$ cat config.mk
export PLATFORM = sky130hd
export DESIGN_NAME = muldiv_sequencer
export DESIGN_NICKNAME = d
export VERILOG_FILES = /design/src/rtl/muldiv_pkg.sv /design/src/rtl/muldiv_step.sv /design/src/rtl/muldiv_sequencer.sv
export SDC_FILE = /design/constraint.sdc
export NUM_CORES = 1
export LEC_CHECK = 0
export CORE_MARGIN = 2
export CORE_UTILIZATION = 62
export CTS_BUF_LIST = sky130_fd_sc_hd__clkbuf_2
export CTS_CLUSTER_SIZE = 30
export DETAILED_ROUTE_END_ITERATION = 10
export PLACE_DENSITY = 0.85
export SETUP_SLACK_MARGIN = 0.4
export SLEW_MARGIN = 20
export SYNTH_ARGS = -nofsm -noshare
export SYNTH_HDL_FRONTEND = slang
export SYNTH_SLANG_ARGS = --single-unit
export TNS_END_PERCENT = 5
$ cat constraint.sdc
create_clock -name Clk -period 14.6 [get_ports Clk]
set_input_delay 2.92 -clock Clk [delete_from_list [all_inputs] [get_ports Clk]]
set_output_delay 2.92 -clock Clk [all_outputs]
set_load 0.05 [all_outputs]
$ cat src/rtl/muldiv_pkg.sv
// rtl/muldiv_pkg.sv - shared types and default sizes for the multiply/divide sequencer
package muldiv_pkg;

  localparam int DEF_WIDTH = 32;
  localparam int DEF_CNT_W = 6;

  typedef enum logic [1:0] {
    MULT  = 2'b00,
    MULTU = 2'b01,
    DIV   = 2'b10,
    DIVU  = 2'b11
  } muldiv_op_t;

  typedef enum logic [2:0] {
    IDLE = 3'd0,
    PREP = 3'd1,
    RUN  = 3'd2,
    FIX  = 3'd3,
    DONE = 3'd4
  } muldiv_state_t;

endpackage

$ cat src/rtl/muldiv_step.sv
// rtl/muldiv_step.sv - one combinational shift-add / restoring-divide iteration
module muldiv_step
  import muldiv_pkg::*;
#(
  parameter int WIDTH = DEF_WIDTH
) (
  input  logic             i_is_div,
  input  logic [WIDTH-1:0] i_acc,
  input  logic [WIDTH-1:0] i_opnd,
  input  logic [WIDTH-1:0] i_sreg,
  output logic [WIDTH-1:0] o_acc,
  output logic [WIDTH-1:0] o_sreg
);

  logic [WIDTH:0] w_sum;
  logic [WIDTH:0] w_shift;
  logic [WIDTH:0] w_diff;
  logic           w_qbit;

  // Multiply adds the multiplicand into the upper half; divide trial-subtracts the divisor
  assign w_sum   = {1'b0, i_acc} + {1'b0, i_opnd};
  assign w_shift = {i_acc, i_sreg[WIDTH-1]};
  assign w_diff  = w_shift - {1'b0, i_opnd};
  assign w_qbit  = ~w_diff[WIDTH];

  // Select the next {acc, sreg} pair: product shifts right, quotient bits shift in from the right
  always_comb begin
    o_acc  = i_acc;
    o_sreg = i_sreg;
    if (i_is_div) begin
      o_acc  = w_qbit ? w_diff[WIDTH-1:0] : w_shift[WIDTH-1:0];
      o_sreg = {i_sreg[WIDTH-2:0], w_qbit};
    end else if (i_sreg[0]) begin
      {o_acc, o_sreg} = {w_sum, i_sreg[WIDTH-1:1]};
    end else begin
      {o_acc, o_sreg} = {1'b0, i_acc, i_sreg[WIDTH-1:1]};
    end
  end

endmodule

$ cat src/rtl/muldiv_sequencer.sv
// rtl/muldiv_sequencer.sv - multi-cycle MULT/MULTU/DIV/DIVU unit owning HI/LO (option: MULDIV_EARLY_OUT_EN)
module muldiv_sequencer
  import muldiv_pkg::*;
#(
  parameter int WIDTH = DEF_WIDTH,
  parameter int CNT_W = DEF_CNT_W
) (
  input  logic             Clk,
  input  logic             reset,
  input  logic             start,
  input  logic [1:0]       op,
  input  logic [WIDTH-1:0] oper_a,
  input  logic [WIDTH-1:0] oper_b,
  output logic             busy,
  output logic             done,
  output logic [WIDTH-1:0] hi,
  output logic [WIDTH-1:0] lo,
  output logic             div_zero,
  output logic [CNT_W-1:0] iter_count
);

  muldiv_state_t      r_state;
  muldiv_state_t      w_next_state;
  muldiv_op_t         r_op;
  logic [WIDTH-1:0]   r_a;
  logic [WIDTH-1:0]   r_b;
  logic [WIDTH-1:0]   r_opnd;
  logic [WIDTH-1:0]   r_acc;
  logic [WIDTH-1:0]   r_sreg;
  logic [WIDTH-1:0]   r_hi;
  logic [WIDTH-1:0]   r_lo;
  logic [CNT_W-1:0]   r_cnt;
  logic               r_neg_q;
  logic               r_neg_r;
  logic               r_div_zero;

  logic               w_is_div;
  logic               w_is_signed;
  logic               w_sign_a;
  logic               w_sign_b;
  logic [WIDTH-1:0]   w_abs_a;
  logic [WIDTH-1:0]   w_abs_b;
  logic [WIDTH-1:0]   w_step_acc;
  logic [WIDTH-1:0]   w_step_sreg;
  logic [2*WIDTH-1:0] w_prod;
  logic [2*WIDTH-1:0] w_prod_fix;
  logic               w_early;

  assign w_is_div    = r_op[1];
  assign w_is_signed = ~r_op[0];
  assign w_sign_a    = w_is_signed & r_a[WIDTH-1];
  assign w_sign_b    = w_is_signed & r_b[WIDTH-1];
  assign w_abs_a     = w_sign_a ? -r_a : r_a;
  assign w_abs_b     = w_sign_b ? -r_b : r_b;
  assign w_prod      = {r_acc, r_sreg};
  assign w_prod_fix  = r_neg_q ? -w_prod : w_prod;

`ifdef MULDIV_EARLY_OUT_EN
  logic [WIDTH-1:0]   w_rem_mask;
  logic [2*WIDTH-1:0] w_aligned;

  // Low r_cnt bits of sreg are the multiplier bits not yet consumed; if all zero only shifts remain
  assign w_rem_mask = ~({WIDTH{1'b1}} << r_cnt);
  assign w_aligned  = w_prod >> r_cnt;
  assign w_early    = ~w_is_div & ((r_sreg & w_rem_mask) == '0);
`else
  assign w_early    = 1'b0;
`endif

  muldiv_step #(.WIDTH(WIDTH)) u_step (
    .i_is_div (w_is_div),
    .i_acc    (r_acc),
    .i_opnd   (r_opnd),
    .i_sreg   (r_sreg),
    .o_acc    (w_step_acc),
    .o_sreg   (w_step_sreg)
  );

  // State register
  always_ff @(posedge Clk or posedge reset) begin
    if (reset) r_state <= IDLE;
    else       r_state <= w_next_state;
  end

  // Next-state decode; start is only honoured in IDLE
  always_comb begin
    w_next_state = r_state;
    case (r_state)
      IDLE:    if (start) w_next_state = PREP;
      PREP:    w_next_state = (w_is_div && r_b == '0) ? DONE : RUN;
      RUN:     if (w_early || r_cnt == CNT_W'(1)) w_next_state = FIX;
      FIX:     w_next_state = DONE;
      DONE:    w_next_state = IDLE;
      default: w_next_state = IDLE;
    endcase
  end

  // Handshake outputs decoded from state
  always_comb begin
    busy = 1'b0;
    done = 1'b0;
    if (r_state != IDLE) busy = 1'b1;
    if (r_state == DONE) done = 1'b1;
  end

  // Datapath: capture, sign strip, iterate, sign fix and result write-back
  always_ff @(posedge Clk or posedge reset) begin
    if (reset) begin
      r_op       <= MULT;
      r_a        <= '0;
      r_b        <= '0;
      r_opnd     <= '0;
      r_acc      <= '0;
      r_sreg     <= '0;
      r_hi       <= '0;
      r_lo       <= '0;
      r_cnt      <= '0;
      r_neg_q    <= 1'b0;
      r_neg_r    <= 1'b0;
      r_div_zero <= 1'b0;
    end else begin
      case (r_state)
        IDLE: begin
          if (start) begin
            r_op       <= muldiv_op_t'(op);
            r_a        <= oper_a;
            r_b        <= oper_b;
            r_div_zero <= 1'b0;
          end
        end
        PREP: begin
          r_acc   <= '0;
          r_cnt   <= CNT_W'(WIDTH);
          r_neg_q <= w_sign_a ^ w_sign_b;
          r_neg_r <= w_sign_a;
          if (w_is_div) begin
            r_opnd     <= w_abs_b;
            r_sreg     <= w_abs_a;
            r_div_zero <= (r_b == '0);
          end else begin
            r_opnd <= w_abs_a;
            r_sreg <= w_abs_b;
          end
        end
        RUN: begin
`ifdef MULDIV_EARLY_OUT_EN
          if (w_early) begin
            r_acc  <= w_aligned[2*WIDTH-1:WIDTH];
            r_sreg <= w_aligned[WIDTH-1:0];
            r_cnt  <= '0;
          end else
`endif
          begin
            r_acc  <= w_step_acc;
            r_sreg <= w_step_sreg;
            r_cnt  <= r_cnt - CNT_W'(1);
          end
        end
        FIX: begin
          if (w_is_div) begin
            r_hi <= r_neg_r ? -r_acc : r_acc;
            r_lo <= r_neg_q ? -r_sreg : r_sreg;
          end else begin
            r_hi <= w_prod_fix[2*WIDTH-1:WIDTH];
            r_lo <= w_prod_fix[WIDTH-1:0];
          end
        end
        default: ;
      endcase
    end
  end

  assign hi         = r_hi;
  assign lo         = r_lo;
  assign div_zero   = r_div_zero;
  assign iter_count = r_cnt;

endmodule

==> results of run 1 <==
==> per-layer routing <==
metal,part of all wire (%),global-route usage [%],up-vias
li1,-,-,7251
met1,42,46.3,7426
met2,45,53.4,709
met3,8.7,7.11,143
met4,4.2,16.3,0
met5,0,0,-
==> cell type report <==
class,count,share of cell area (%)
Antenna cell,1,0.0132
Multi-Input combinational cell,1525,53.5
Clock inverter,28,1.25
Sequential cell,238,31.4
Timing Repair Buffer,157,8.09
Clock buffer,81,2.14
Inverter,65,1.32
Tap cell,341,2.25
==> how the worst min path moves through the flow <==
stage,to,slack [ps],cells after the start
floorplan,r_state[1]$_DFFE_PP0P_,470,1
global placement,lo[29]$_DFFE_PP0P_,460,2
detailed placement,lo[9]$_DFFE_PP0P_,470,2
CTS,lo[9]$_DFFE_PP0P_,490,2
global route,hi[4]$_DFFE_PP0P_,520,2
finish,lo[10]$_DFFE_PP0P_,490,2
==> cells in the mapped netlist, drive strengths merged, types with 5 or more instances <==
library cell  number
nand2            260
dfrtp            238
o21ai            223
a21oi            144
nor2             116
clkbuf           100
xor2              99
xnor2             74
ha                70
mux2              67
inv               64
mux2i             50
nor3              39
a21o              32
o211ai            30
buf               24
o221ai            24
o31ai             23
a211oi            22
nor4              20
nand3             18
nor2b             18
nand2b            15
a221o             13
and3              12
o21a              12
o41ai             11
or4               11
a22o               9
nand3b             9
or3                9
a31oi              8
a32o               8
nand4              8
a221oi             7
and2               7
o21bai             7
o2111ai            6
o31a               5
==> cells by family after synthesis <==
kind of cell / Yosys count / synth area share, %
AO/OA/AOI/OAI: 606 / 22.7
AND/OR/NAND/NOR: 557 / 15.6
flip-flops: 238 / 35.4
buffers and inverters: 189 / 4.36
XOR/XNOR: 173 / 9.01
multiplexers: 117 / 7.46
adder cells (fa/ha/maj): 72 / 5.45
==> tightest hold or removal path, delay by kind of cell, from the launching register on <==
family / cells / cell delay (ps)
flops: 1 / 350
compound gates: 1 / 60
simple gates: 1 / 40
==> registers in the layout, summed over array words and instances, names as in the netlist <==
name        cells
r_state         3
r_neg_r         1
lo             32
r_acc          32
hi             32
r_a            32
div_zero        1
r_op            2
r_b            32
r_sreg         32
r_opnd         32
iter_count      6
r_neg_q         1
==> through the flow <==
| stage | utilization (%) | cell area [sq um] |
|---|---|---|
| after floorplan | - | 16800 |
| after global placement | 68.4 | 18300 |
| after detailed placement | 68.4 | 18300 |
| after CTS | 70.8 | 19000 |
| after global routing | 70.8 | 19000 |
| final | 70.8 | 19000 |
==> impl_metrics.ini, run 1 <==
[route]
post_drt_wl_per_cell_um = 19.8
drt_iter0_drc = 1376
drt_wl_total_um = 48200
vias = 15500
final_antenna_net_count = 0
drcViolationCount = 0
vias_per_cell = 6.37
first_pass_iters = 7

[critical_path]
path_buf_inv = 1
rr_endpoint = r_acc[24]$_DFFE_PP0P_
path_class = reg -> out
path_depth = 2
cpPeakStageDelay_ps = 730
slowest_stage = clkdlybuf4s50_1
crit_path_end = busy
cp.arrival_ps = 2410
worstPathRequired_ps = 11680
critPathLaunchType = flip-flop
cp-startpoint = r_state[1]$_DFFE_PP0P_
reg2reg_from = r_sreg[31]$_DFFE_PP0P_
cp-end-kind = primary output
crit_family = buffers and inverters
worst-path-max-fanout = 9
reg2regPathDepth = 13
worst-r2r-setup-slack_ps = 10730
path_cells = or3_1 > clkdlybuf4s50_1

[worst_hold_path]
hp-class = reg -> reg
hold_path_startpoint = lo[10]$_DFFE_PP0P_

[timing]
setup_viol = 0
final.setup.tns_ps = 0
tightest_slew_ps = 942
period_needed_ps = 5330
period_share_pct = 36.5
grt_setup_unrepaired = no
max-slew-margin-rel_pct = 37.1
hold_ws_ps = 486
final_hold_viol_count = 0
max_freq_mhz = 188
drv_slew = 0
fin_skew_ps = 109
worst_slack_ps = 9270

[logic_synthesis]
yosysUniqueCellTypes = 77
yosysSeqAreaShare_pct = 35.4
syn_nets = 2093
syn_inst = 1952
synthTopCellsByArea = dfrtp_1 35%, nand2_1 5.8%, o21ai_0 5.7%, ha_1 5.2%, xor2_1 5.2%
yosysTopAreaCellShare_pct = 35.4
synth_area_per_cell_sq_um = 8.62
synth_edf_count = 0
yosys.area.top_type = dfrtp_1
ys_ff_latch = 238
yosys_warnings = 0
synth_ff_type = dfrtp_1
async_reset_ff_share_pct = 100
netlist_area_sq_um = 16800

[placed_design]
place_ws_ps = 9650
place_inst = 2326
place_hpwl_um = 35500
portBuffers = 141
place_congestion = 0.970

[clock_network]
cts_buffer_depth = 3
hold_buffers = 0
cts_made_buffers = 66
post_cts.repair.setup_buffers = 0
cts-root-buf = clkbuf_2
cts_max_level = 3
clock_latency_ps = 870
post_cts_resized = 0
tritoncts = yes
cts.clk_slew.worst_paths_ps = 90
numClockSinks = 238

[finish]
final_cells = 2436
final_common_cell = nand2_1
drive_above_1_share_pct = 10.5
final_cell_mix = 259 x nand2_1, 236 x dfrtp_1, 191 x o21ai_0
area_delta_synth_final_pct = 12.9
nets = 2194
seq_area_sq_um = 5960
multi_input_comb_area_sq_um = 10200
fill_cells = 2115

[floorplan]
start_util_pct = 62.8
die_w_um = 169
die-area_sq_um = 28500
fp.dieH_um = 169
core_area_sq_um = 26800
io_pins = 142
rows = 60

[global_route]
grt_pass1_vias = 15100
antenna_found_initial = 1
grt_pass1_wl_um = 78000
grt_util_all_layers_pct = 34.4
grt_overflow = 0
grt_max_degree = 130

[run]
maxCapViolCount = 0

[status]
status = finished clean
Power of run 1 is not shown: default switching activity piles up to over one toggle a cycle in this logic, so the estimate is an artifact.
==> inputs of run 2 (changes only) <==
--- a/config.mk
+++ b/config.mk
@@ -6,11 +6,11 @@
 export NUM_CORES = 1
 export LEC_CHECK = 0
 export CORE_MARGIN = 2
-export CORE_UTILIZATION = 62
+export CORE_UTILIZATION = 55
 export CTS_BUF_LIST = sky130_fd_sc_hd__clkbuf_2
 export CTS_CLUSTER_SIZE = 30
 export DETAILED_ROUTE_END_ITERATION = 10
-export PLACE_DENSITY = 0.85
+export PLACE_DENSITY = 0.79
 export SETUP_SLACK_MARGIN = 0.4
 export SLEW_MARGIN = 20
 export SYNTH_ARGS = -nofsm -noshare
==> constraint.sdc (replaced) <==
create_clock -name Clk -period 4.7 [get_ports Clk]
set_input_delay 0.94 -clock Clk [delete_from_list [all_inputs] [get_ports Clk]]
set_output_delay 0.94 -clock Clk [all_outputs]
set_load 0.05 [all_outputs]
==> run 2 against run 1 <==
Effect of this change:
- clock skew fell by 19 ps
- flip-flop and latch count is the same
- die area up 12%
- global-route usage decreased by 2.8 points
- non-clock buffer count rose by 11
- final area grew 0.42%
- cell count is 2.7% higher
- worst hold slack worse by 170 ps
- routed wire length grew 3.7%
- critical path type is now reg -> reg
- utilization down 8.0 points
==> impl_metrics.ini, run 2 (synthesized netlist as in run 1, its figures left out) <==
[status]
status = finished clean

[critical_path]
reg2reg_from = r_acc[24]$_DFFE_PP0P_
critPathLaunchType = flip-flop
rr_endpoint = r_acc[15]$_DFFE_PP0P_
worst-path-max-fanout = 33
reg2regPathDepth = 10
worstPathRequired_ps = 5460
cp-startpoint = r_acc[24]$_DFFE_PP0P_
cp-end-kind = flip-flop
cp.arrival_ps = 4550
path_class = reg -> reg
crit_path_end = r_acc[15]$_DFFE_PP0P_
worst-r2r-setup-slack_ps = 920

[clock_network]
cts_max_level = 3
cts_buffer_depth = 3
post_cts_resized = 0
hold_buffers = 0
numClockSinks = 238
cts_made_buffers = 67
tritoncts = yes
clock_latency_ps = 920
post_cts.repair.setup_buffers = 0
cts-root-buf = clkbuf_2
cts.clk_slew.worst_paths_ps = 90

[finish]
final_cell_mix = 259 x nand2_1, 237 x dfrtp_1, 191 x o21ai_0
drive_above_1_share_pct = 11.0
finalCoreUtilization_pct = 62.8
fill_cells = 2606
nets = 2206
area_delta_synth_final_pct = 13.3
seq_area_sq_um = 5960
final_common_cell = nand2_1
multi_input_comb_area_sq_um = 10200
design_area_sq_um = 19100

[floorplan]
rows = 64
fp.dieH_um = 179
io_pins = 142
die-area_sq_um = 32000
core_area_sq_um = 30300
die_w_um = 179
start_util_pct = 55.4

[run]
maxCapViolCount = 0

[timing]
final.setup.tns_ps = 0
max-slew-margin-rel_pct = 38.0
max_freq_mhz = 264
tightest_slew_ps = 930
period_share_pct = 80.5
fin_skew_ps = 89.8
period_needed_ps = 3780
setup_viol = 0
drv_slew = 0
final_hold_viol_count = 0
grt_setup_unrepaired = no

[global_route]
grt_max_degree = 130
grt_util_all_layers_pct = 31.6
grt_pass1_vias = 14800
grt_pass1_wl_um = 78800
grt_overflow = 0
antenna_found_initial = 4

[worst_hold_path]
hp-class = in -> async

[placed_design]
dpl_cell_area_sq_um = 18500
place_hpwl_um = 37100
portBuffers = 141
place_congestion = 1.01

[route]
drt_iter0_drc = 1522
vias_per_cell = 6.22
first_pass_iters = 5
drcViolationCount = 0
drt_wl_total_um = 49900
post_drt_wl_per_cell_um = 20.0
final_antenna_net_count = 0
vias = 15600
## run 2: cell types whose count changed in the layout (fill, tap and decap cells not counted), sizes merged
| cell | previous run | this run |
|---|---|---|
| buf | 16 | 27 |
| bufinv | 4 | 0 |
| clkbuf | 81 | 90 |
| clkinv | 21 | 13 |
| clkinvlp | 2 | 3 |
| inv | 66 | 68 |
## run 2: worst max-delay path: stages (launching register included)
cell and delay (ps):
dfrtp_1 620, ha_1 420, a211oi_1 380, o21a_1 180, o21ai_0 140, or3_1 440, o211ai_4 650, buf_12 280
mux2i_1 230, a221oi_1 100, a21o_1 180
## run 2: worst min-delay path by stage
stage,from,to,slack (ps),cells after the start
floorplan,r_state[2]$_DFFE_PP0P_,r_state[1]$_DFFE_PP0P_,470,1
global route,reset,lo[13]$_DFFE_PP0P_,300,2
finish,reset,lo[13]$_DFFE_PP0P_,310,2
CTS,reset,lo[13]$_DFFE_PP0P_,270,2
global placement,hi[3]$_DFFE_PP0P_,hi[3]$_DFFE_PP0P_,460,2
detailed placement,lo[9]$_DFFE_PP0P_,lo[9]$_DFFE_PP0P_,470,2
## run 2: area by class of cell
type | instances | share of cell area [%]
sequential | 238 | 31.3
antenna | 1 | 0.0131
clock inverter | 19 | 0.459
timing repair buffer | 168 | 8.68
tap | 396 | 2.60
clock buffer | 90 | 2.36
inverter | 65 | 1.30
multi-input combinational | 1525 | 53.3
## run 2: through the flow
step,hold slack [ps],setup WS [ps],instances
2_1_floorplan,468,640,1952
3_3_place_gp,460,1130,2392
3_5_place_dp,472,1030,2392
4_1_cts,268,999,2501
5_1_grt,302,748,2502
6_report,311,918,2502
## run 2: per-layer routing
metal | vias up | track usage (%) | routed length (um)
met1 | 7439 | 43.0 | 21300
li1 | 7282 | - | -
met5 | - | 0 | 36
met2 | 713 | 47.9 | 21900
met3 | 132 | 7.00 | 4610
met4 | 4 | 14.9 | 2010
Power of run 2 is left out for the same reason.
==> inputs of run 3 (changes only) <==
--- a/config.mk
+++ b/config.mk
@@ -6,11 +6,11 @@
 export NUM_CORES = 1
 export LEC_CHECK = 0
 export CORE_MARGIN = 2
-export CORE_UTILIZATION = 55
+export CORE_UTILIZATION = 61
 export CTS_BUF_LIST = sky130_fd_sc_hd__clkbuf_2
 export CTS_CLUSTER_SIZE = 30
 export DETAILED_ROUTE_END_ITERATION = 10
-export PLACE_DENSITY = 0.79
+export PLACE_DENSITY = 0.83
 export SETUP_SLACK_MARGIN = 0.4
 export SLEW_MARGIN = 20
 export SYNTH_ARGS = -nofsm -noshare
==> constraint.sdc (replaced) <==
create_clock -name Clk -period 3.7 [get_ports Clk]
set_input_delay 0.74 -clock Clk [delete_from_list [all_inputs] [get_ports Clk]]
set_output_delay 0.74 -clock Clk [all_outputs]
set_load 0.05 [all_outputs]
==> run 3 against run 2 <==
Effect of this change:
- clock-buffer cell count decreased by 1
- critical endpoint is now r_acc[30]$_DFFE_PP0P_
- register-to-register slack lost 530 ps
- first-iteration DRC count rose by 12%
- clock skew is 51 ps higher
- highest routed layer is now met4
- largest cell class unchanged
- maximum frequency increased by 14%
- worst hold slack better by 15 ps
- final area rose by 2.8%
- via count is 2.3% higher
==> impl_metrics.ini, run 3 (synthesized netlist as in run 1, its figures left out) <==
[placed_design]
portBuffers = 141
place_hpwl_um = 38200
dpl_cell_area_sq_um = 18800
place_inst = 2373
place_congestion = 1.04

[floorplan]
start_util_pct = 62.2
fp.dieH_um = 170
die-area_sq_um = 28900
die_w_um = 170
core_area_sq_um = 27000
rows = 60
io_pins = 142

[finish]
design_area_sq_um = 19600
area_delta_synth_final_pct = 16.5
drive_above_1_share_pct = 14.2
fill_cells = 2147
final_cells = 2491
final_cell_mix = 258 x nand2_1, 230 x dfrtp_1, 188 x o21ai_0
final_common_cell = nand2_1
nets = 2250

[critical_path]
cp-end-kind = flip-flop
path_common_cell = nand2_1
critPathLaunchType = flip-flop
worstPathRequired_ps = 4440
slowest_stage = or4_1
path_class = reg -> reg
cp.arrival_ps = 4050
cpPeakStageDelay_ps = 540
path_cells = ha_1 > nand2_1 > or4_1 > o21a_1 > o211ai_1 > nand2_1 > o31ai_2 > mux2i_1 > nand3_1 > a22o_1
worst-path-max-fanout = 6

[timing]
hold_ws_ps = 326
max-slew-margin-rel_pct = 35.1
fin_skew_ps = 141
period_share_pct = 89.6
drv_slew = 0
setup_viol = 0
tightest_slew_ps = 974
final_hold_viol_count = 0
max_freq_mhz = 302
period_needed_ps = 3310
grt_setup_unrepaired = yes

[global_route]
antenna_found_initial = 1
grt_pass1_vias = 15300
grt_max_degree = 128
grt_util_all_layers_pct = 35.4
grt_pass1_wl_um = 81100
grt_overflow = 0

[clock_network]
hold_buffers = 0
cts_max_level = 2
cts_made_buffers = 60
tritoncts = yes
clock_latency_ps = 960
numClockSinks = 238
cts.clk_slew.worst_paths_ps = 130
cts_buffer_depth = 3
cts-root-buf = clkbuf_2

[worst_hold_path]
hp-class = in -> async

[route]
first_pass_iters = 6
vias_per_cell = 6.39
final_antenna_net_count = 0
post_drt_wl_per_cell_um = 20.7
vias = 15900
drt_iter0_drc = 1704
drt_wl_total_um = 51600
drcViolationCount = 0

[status]
status = finished clean

[run]
maxCapViolCount = 0
## run 3: cell types whose count changed in the layout (fill, tap and decap cells not counted), moves of 4 or more
cell     delta
buf_12      +6
inv_2       -4
dfrtp_1     -7
a21oi_1     -4
dfrtp_2     +7
buf_4      +39
a21oi_2     +4
## run 3: what timing repair did
item | in CTS | in global routing
gates cloned | 0 | 3
setup endpoints to repair | 28 | 52
pin swaps | 1 | 7
setup buffers | 2 | 9
resized for setup | 4 | 38
## run 3: final cells by class
type	instances	area (sq um)	share of cell area, %
Sequential cell	238	5970	30.5
Timing Repair Buffer	219	2160	11.0
Clock buffer	89	445	2.27
Antenna cell	1	2.50	0.0128
Multi-Input combinational cell	1525	10300	52.5
Tap cell	341	427	2.18
Clock inverter	13	65.1	0.332
Inverter	65	248	1.26
## run 3: per-layer routing
metal | global-route usage (%) | vias to the layer above | wire length (um) | part of all wire, %
li1 | - | 7345 | - | -
met1 | 48.9 | 7652 | 21700 | 42
met2 | 56.5 | 801 | 23500 | 46
met3 | 5.77 | 127 | 4510 | 8.7
met4 | 13.0 | 0 | 1840 | 3.6
met5 | 0 | - | 0 | 0
## run 3: through the flow
stage | util [%] | worst slack [ps] | setup TNS (ps)
floorplan | - | -160 | -38040
CTS | 71.5 | 312 | 0
global placement | 69.5 | 316 | 0
detailed placement | 69.5 | 215 | 0
finish | 72.5 | 385 | 0
global route | 72.5 | 212 | 0
## run 3: path summary, 6_finish.rpt
kind | start | slack (ps) | cells after the start | end
hold / removal | reset | 330 | 2 | r_b[2]$_DFFE_PP0P_
min in group Clk | oper_b[9] | 380 | 2 | r_b[9]$_DFFE_PP0P_
setup reg to reg | r_opnd[8]$_DFFE_PP0N_ | 390 | 10 | r_acc[30]$_DFFE_PP0P_
hold reg to reg | hi[12]$_DFFE_PP0P_ | 480 | 2 | hi[12]$_DFFE_PP0P_
setup / recovery | r_opnd[8]$_DFFE_PP0N_ | 390 | 10 | r_acc[30]$_DFFE_PP0P_
max in group asynchronous | reset | 2490 | 3 | r_a[29]$_DFFE_PP0P_
## run 3: critical path: cells and delay by family, from the launching register on
family	cells	cell delay, ps
and+or+nand+nor	4	890
AOI/OAI and AO/OA	4	1070
muxes	1	210
adders and majority gates	1	440
DFF	1	470
Power of run 3 is left out for the same reason.
